$ cat src/rtl/intellight_pkg.sv
// -----------------------------------------------------------------------------
// intellight_pkg
//   Shared encodings for the queue level encoder feeding the reward decider:
//   - cls_e   : congestion class codes, upper half of an L code
//   - tr_e    : queue trend codes, lower half of an L code
//   - qle_state_e : encoder FSM state encoding
//   No ports (package).
// -----------------------------------------------------------------------------
package intellight_pkg;

    localparam int NUM_ROADS = 4;

    typedef enum logic [1:0] {
        CLS_FREE  = 2'd0,
        CLS_LIGHT = 2'd1,
        CLS_HEAVY = 2'd2,
        CLS_JAM   = 2'd3
    } cls_e;

    typedef enum logic [1:0] {
        TR_STABLE = 2'd0,
        TR_RISE   = 2'd1,
        TR_FALL   = 2'd2,
        TR_OVF    = 2'd3
    } tr_e;

    typedef enum logic [1:0] {
        IDLE    = 2'd0,
        CAPTURE = 2'd1,
        HOLD    = 2'd2
    } qle_state_e;

endpackage

$ cat src/rtl/queue_counter.sv
// -----------------------------------------------------------------------------
// queue_counter
//   Per-road vehicle queue counter. Counts up on arrival, down on departure,
//   saturates at both ends, and keeps a sticky overflow flag that records any
//   arrival that was lost because the counter was already at its maximum.
// Ports
//   clk        in   clock, posedge
//   rst        in   synchronous active-high reset (count and flag to 0)
//   arr_i      in   arrival pulse
//   dep_i      in   departure pulse
//   ovf_clr_i  in   clear the overflow flag (a same-cycle overflow wins)
//   cnt_o      out  current queue length
//   ovf_o      out  sticky overflow flag
// -----------------------------------------------------------------------------
module queue_counter #(
    parameter int CNT_WIDTH = 8
) (
    input  logic                 clk,
    input  logic                 rst,
    input  logic                 arr_i,
    input  logic                 dep_i,
    input  logic                 ovf_clr_i,
    output logic [CNT_WIDTH-1:0] cnt_o,
    output logic                 ovf_o
);

    localparam logic [CNT_WIDTH-1:0] CNT_MAX = '1;
    localparam logic [CNT_WIDTH-1:0] CNT_ONE = CNT_WIDTH'(1);

    logic [CNT_WIDTH-1:0] cnt_q, cnt_d;
    logic                 ovf_q, ovf_d;
    logic                 arr_at_max;

    always_comb begin
        cnt_d      = cnt_q;
        ovf_d      = ovf_q;
        arr_at_max = 1'b0;
        // Simultaneous arrival and departure cancel: count and flag untouched.
        if (arr_i && !dep_i) begin
            if (cnt_q == CNT_MAX) begin
                arr_at_max = 1'b1;
            end else begin
                cnt_d = cnt_q + CNT_ONE;
            end
        end else if (dep_i && !arr_i && (cnt_q != '0)) begin
            cnt_d = cnt_q - CNT_ONE;
        end
        // A lost arrival in the clearing cycle must not be forgotten.
        if (arr_at_max) begin
            ovf_d = 1'b1;
        end else if (ovf_clr_i) begin
            ovf_d = 1'b0;
        end
    end

    always_ff @(posedge clk) begin
        if (rst) begin
            cnt_q <= '0;
            ovf_q <= 1'b0;
        end else begin
            cnt_q <= cnt_d;
            ovf_q <= ovf_d;
        end
    end

    assign cnt_o = cnt_q;
    assign ovf_o = ovf_q;

endmodule

$ cat src/rtl/queue_level_encoder.sv
// -----------------------------------------------------------------------------
// queue_level_encoder
//   Tracks the queue length of four roads and, on each agent step, snapshots
//   them and emits one L code per road = {class[3:2], trend[1:0]} through a
//   valid/ready handshake.
//   Optional feature macro: QLE_TREND_EN. When defined, L[1:0] carries the
//   trend versus the previous snapshot (overflow overrides). When undefined,
//   L[1:0] is 0 and the previous-snapshot storage is not built.
// Ports
//   clk, rst                  clock and synchronous active-high reset
//   arr_i[3:0], dep_i[3:0]    per-road arrival / departure pulses
//   th_low, th_mid, th_high   class boundaries (unsigned)
//   sample_req                agent step strobe
//   l_ready                   consumer accepts the L codes
//   L0..L3                    per-road level codes
//   l_valid                   L0..L3 valid
//   sample_drop               pulse: a sample_req arrived while busy
// -----------------------------------------------------------------------------
module queue_level_encoder
    import intellight_pkg::*;
#(
    parameter int L_WIDTH   = 4,
    parameter int CNT_WIDTH = 8
) (
    input  logic                 clk,
    input  logic                 rst,
    input  logic [3:0]           arr_i,
    input  logic [3:0]           dep_i,
    input  logic [CNT_WIDTH-1:0] th_low,
    input  logic [CNT_WIDTH-1:0] th_mid,
    input  logic [CNT_WIDTH-1:0] th_high,
    input  logic                 sample_req,
    input  logic                 l_ready,
    output logic [L_WIDTH-1:0]   L0,
    output logic [L_WIDTH-1:0]   L1,
    output logic [L_WIDTH-1:0]   L2,
    output logic [L_WIDTH-1:0]   L3,
    output logic                 l_valid,
    output logic                 sample_drop
);

    // The L code layout is fixed at {class, trend}.
    if (L_WIDTH != 4) begin : g_bad_lw
        $error("queue_level_encoder: L_WIDTH must be 4");
    end

    qle_state_e           state_q;
    logic [CNT_WIDTH-1:0] cnt    [NUM_ROADS];
    logic [NUM_ROADS-1:0] ovf;
    logic                 ovf_clr;
    logic [CNT_WIDTH-1:0] snap_q [NUM_ROADS];
    logic [L_WIDTH-1:0]   l_q    [NUM_ROADS];
    logic [L_WIDTH-1:0]   l_d    [NUM_ROADS];
    logic                 l_valid_q;
    logic                 sample_drop_q;
`ifdef QLE_TREND_EN
    logic [CNT_WIDTH-1:0] prev_q [NUM_ROADS];
    logic [NUM_ROADS-1:0] ovf_s_q;
`endif

    // Overflow flags are consumed by the snapshot taken on entry to CAPTURE,
    // so they are cleared while the codes are being registered.
    assign ovf_clr = (state_q == CAPTURE);

    for (genvar i = 0; i < NUM_ROADS; i++) begin : g_cnt
        queue_counter #(
            .CNT_WIDTH (CNT_WIDTH)
        ) u_cnt (
            .clk       (clk),
            .rst       (rst),
            .arr_i     (arr_i[i]),
            .dep_i     (dep_i[i]),
            .ovf_clr_i (ovf_clr),
            .cnt_o     (cnt[i]),
            .ovf_o     (ovf[i])
        );
    end

    // First-match classification; thresholds need not be monotonic.
    function automatic cls_e classify(input logic [CNT_WIDTH-1:0] v,
                                      input logic [CNT_WIDTH-1:0] lo,
                                      input logic [CNT_WIDTH-1:0] mid,
                                      input logic [CNT_WIDTH-1:0] hi);
        if (v < lo) begin
            return CLS_FREE;
        end else if (v < mid) begin
            return CLS_LIGHT;
        end else if (v < hi) begin
            return CLS_HEAVY;
        end
        return CLS_JAM;
    endfunction

`ifdef QLE_TREND_EN
    function automatic tr_e trend_of(input logic                 ovf_s,
                                     input logic [CNT_WIDTH-1:0] cur,
                                     input logic [CNT_WIDTH-1:0] prev);
        if (ovf_s) begin
            return TR_OVF;
        end else if (cur > prev) begin
            return TR_RISE;
        end else if (cur < prev) begin
            return TR_FALL;
        end
        return TR_STABLE;
    endfunction
`endif

    always_comb begin
        for (int i = 0; i < NUM_ROADS; i++) begin
`ifdef QLE_TREND_EN
            l_d[i] = {classify(snap_q[i], th_low, th_mid, th_high),
                      trend_of(ovf_s_q[i], snap_q[i], prev_q[i])};
`else
            l_d[i] = {classify(snap_q[i], th_low, th_mid, th_high), TR_STABLE};
`endif
        end
    end

    always_ff @(posedge clk) begin
        if (rst) begin
            state_q       <= IDLE;
            l_valid_q     <= 1'b0;
            sample_drop_q <= 1'b0;
            for (int i = 0; i < NUM_ROADS; i++) begin
                snap_q[i] <= '0;
                l_q[i]    <= '0;
`ifdef QLE_TREND_EN
                prev_q[i] <= '0;
`endif
            end
`ifdef QLE_TREND_EN
            ovf_s_q <= '0;
`endif
        end else begin
            sample_drop_q <= sample_req && (state_q != IDLE);
            case (state_q)
                IDLE: begin
                    if (sample_req) begin
                        // Snapshot is the pre-update count of this edge.
                        for (int i = 0; i < NUM_ROADS; i++) begin
                            snap_q[i] <= cnt[i];
                        end
`ifdef QLE_TREND_EN
                        ovf_s_q <= ovf;
`endif
                        state_q <= CAPTURE;
                    end
                end
                CAPTURE: begin
                    for (int i = 0; i < NUM_ROADS; i++) begin
                        l_q[i] <= l_d[i];
`ifdef QLE_TREND_EN
                        prev_q[i] <= snap_q[i];
`endif
                    end
                    l_valid_q <= 1'b1;
                    state_q   <= HOLD;
                end
                HOLD: begin
                    if (l_ready) begin
                        l_valid_q <= 1'b0;
                        state_q   <= IDLE;
                    end
                end
                default: begin
                    state_q <= IDLE;
                end
            endcase
        end
    end

    assign L0          = l_q[0];
    assign L1          = l_q[1];
    assign L2          = l_q[2];
    assign L3          = l_q[3];
    assign l_valid     = l_valid_q;
    assign sample_drop = sample_drop_q;

endmodule

$ cat config.mk
export PLATFORM = sky130hd
export DESIGN_NAME = queue_level_encoder
export DESIGN_NICKNAME = d
export VERILOG_FILES = /design/src/rtl/intellight_pkg.sv /design/src/rtl/queue_counter.sv /design/src/rtl/queue_level_encoder.sv
export SDC_FILE = /design/constraint.sdc
export NUM_CORES = 1
export LEC_CHECK = 0
export BUFFER_PORTS_ARGS = -buffer_cell sky130_fd_sc_hd__buf_4
export CAP_MARGIN = 20
export CORE_ASPECT_RATIO = 0.5
export CORE_UTILIZATION = 65
export DETAILED_ROUTE_END_ITERATION = 8
export GPL_TIMING_DRIVEN = 0
export PLACE_DENSITY = 0.86
export REMOVE_ABC_BUFFERS = 1
export SLEW_MARGIN = 10
export SYNTH_ARGS = -nofsm -noshare
export SYNTH_HDL_FRONTEND = slang
export SYNTH_SLANG_ARGS = --single-unit
$ cat constraint.sdc
create_clock -name clk -period 3.37 [get_ports clk]
set_input_delay 0.8425 -clock clk [delete_from_list [all_inputs] [get_ports clk]]
set_output_delay 0.8425 -clock clk [all_outputs]
set_load 0.02 [all_outputs]
==> results.ini <==
[outcome]
status = finished, final reports clean

[floorplanning]
initial_core_util = 0.679
ioPinCount = 54
core_area_um2 = 8830
die_w_um = 138
dieHeight_um = 69.9
dieArea_um2 = 9630
rows = 24

[cts]
clock_latency_ps = 350
post-cts-setup-buffers = 0
cts.path.max_buffers = 2
cts_resized = 0
cts-root-buf = clkbuf_16
postCtsHoldBufs = 0
cts_tree = built
htree_levels = 3
cts_buffers = 9
path_clk_slew_ps = 60
cts.sinks = 76

[final_layout]
finalNonFillerCells = 782
final_layout_size_suffix_gt1_frac = 0.140
final_cell_mix = 108 x ha_1, 60 x a21oi_1, 46 x buf_4, 40 x edfxtp_1, 36 x dfxtp_1
fillerInstances = 576
layout_commonest_cell = ha_1
area_growth_pct = 12.4
nets = 808
antenna_cells = 0

[logic_synthesis]
yosysTopAreaCell = ha_1
synth_ff_type = edfxtp_1
synth_edf_count = 40
synth_area_leaders = ha_1 23%, edfxtp_1 20%, dfxtp_1 12%
synth-compound-area-share = 0.193
synth_mux_area_frac = 0.0150
synth.avg_cell_area_um2 = 9.81
synth-simple-area-share = 0.169
async_flop_share = 0
synth.distinct_cells = 58
synthCells = 611
yosysSeqAreaShare = 0.321
yosysWarnings = 0
synth-seq-cells = 76
netlist.area_leader.share = 0.225
synth_xor_area_frac = 0.0292
synth_top_family_by_area = adder cells
synth_adder_area_share = 0.239
netlist_area_um2 = 5990

[drt]
dr.pass1.iters = 5
avgViaCountPerCell = 6.16
drc_errors = 0
first_iter_violations = 266
routed-via-count = 4817
drt-total-wl_mm = 13.6
ant_nets = 0
wire_per_inst_um = 17.4

[worst_setup_path]
crit_slowest_cell = fa_1
startpoint = dep_i[2]
critPathKind = in -> reg
rrSetupSlack_ps = 1390
cp_slowest_stage_delay_ps = 500
critPathRequiredTime_ps = 3600
startpoint_type = primary input
crit_fanout = 8
path_buf_inv = 1
r2r_end = g_cnt[2].u_cnt.cnt_o[6]
end_kind = register
timing.rr.start = g_cnt[2].u_cnt.cnt_o[0]
critical-path-top-delay-family = compound AO/OA/AOI/OAI gates
crit_path_cell_trace = buf_4 -> nand2b_1 -> fa_1 -> a211oi_1 -> o21bai_1 -> a21oi_1 -> xor2_1 -> o22ai_1
ff2ff_path_depth = 6
crit_arrival_ps = 2720

[job]
cap_violations = 0

[power_and_ir_drop]
leakagePower_nw = 3.14
vdd_ir_drop_max_v = 0.000283
p_per_area_nw_per_um2 = 569

[hold_path]
holdPathStages = 2
whs_endpoint = l_valid
hp-class = reg -> reg
worstHoldStart = l_valid

[global_route]
antenna_found_initial = 0
grt_max_degree = 44
grt_pass1_wl_mm = 22.3
overflow = 0
grt_pass1_vias = 4688
grt_usage = 0.304

[sta]
drv_slew = 0
timing.final.crit_share = 0.739
hold_viol_final = 0
rsz0062_at_grt = no
fmax_ghz = 0.401
max-slew-margin-rel = 0.385
tightest_slew_ps = 918
finalSetupViolCount = 0
period_needed_ps = 2490
fin_setup_tns_ps = 0
fin_skew_ps = 6.58

[placed_design]
place_inst = 766
place.port_buffers = 45
routabilityCongestion = 0.930
dp_hpwl_mm = 10.0

[layout make-up]
| class | count | area [um^2] | area share |
|---|---|---|---|
| clock buffers | 10 | 239 | 0.0355 |
| clock inverters | 6 | 62.6 | 0.00929 |
| inverters | 26 | 97.6 | 0.0145 |
| multi-input cells | 500 | 3900 | 0.578 |
| flip-flops and latches | 76 | 1920 | 0.285 |
| well taps | 117 | 146 | 0.0217 |
| repair buffers | 47 | 373 | 0.0553 |
[worst max path at each step]
| stage | depth (start not counted) | slack (ps) | end |
|---|---|---|---|
| final | 8 | 880 | g_cnt[2].u_cnt.cnt_o[6] |
| after global routing | 8 | 750 | g_cnt[2].u_cnt.cnt_o[6] |
| after global placement | 4 | 530 | snap_q[0][6] |
| after floorplan | 7 | 890 | g_cnt[2].u_cnt.cnt_o[6] |
| after detailed placement | 8 | 550 | g_cnt[2].u_cnt.cnt_o[6] |
| after CTS | 8 | 900 | g_cnt[2].u_cnt.cnt_o[6] |
[per-layer routing]
metal	global-route usage	vias to the layer above	share of wire
li1	-	2379	-
met1	0.404	2246	0.46
met2	0.485	166	0.46
met3	0.0733	26	0.069
met4	0.103	0	0.018
met5	0	-	0
[worst min-delay path, delay by kind of cell (launching register included)]
kind	cells	cell delay, ps
DFF	1	320
and+or+nand+nor	2	160
[power breakdown]
part | switching, W | internal (W)
Combinational | 0.000801 | 0.000668
Sequential | 0.000237 | 0.00115
Clock | 0.000387 | 0.000592
Total | 0.00143 | 0.00241
[cells by family after synthesis]
logic type,Yosys count
other cells,1
simple gates,175
xor+xnor,20
compound gates,176
fa+ha+maj,112
buf+inv,42
flops,76
mux,9
[cell usage after synthesis, types with 6 or more instances]
master,number
nand4_1,16
mux2i_1,9
xor2_1,9
nor4_1,9
inv_1,26
ha_1,108
a211oi_1,12
a31oi_1,10
edfxtp_1,40
xnor2_1,11
buf_4,9
a21o_1,24
dfxtp_1,36
nand2_1,25
nor3_1,6
nand2b_1,24
and2_1,30
a21oi_1,60
o21ai_0,29
nor2b_1,9
nor2_1,26
nand3_1,10
[registers in the layout, indices dropped and copies added (netlist names)]
register / flops
g_cnt.u_cnt.cnt_o: 32
snap_q: 32
sample_drop: 1
l_valid: 1
state_q: 2
l_q: 8
[through the flow]
stage	total power [W]	util	area, um^2	hold WS, ps	setup slack [ps]
4_1_cts	0.00381	0.763	6740	531	896
2_1_floorplan	0.00245	-	5920	476	894
3_3_place_gp	0.00273	0.725	6400	506	531
5_1_grt	0.00408	0.763	6740	565	754
3_5_place_dp	0.00281	0.729	6440	523	547
6_report	0.00384	0.763	6740	521	878
No activity file was read; power rests on OpenSTA's default activity.
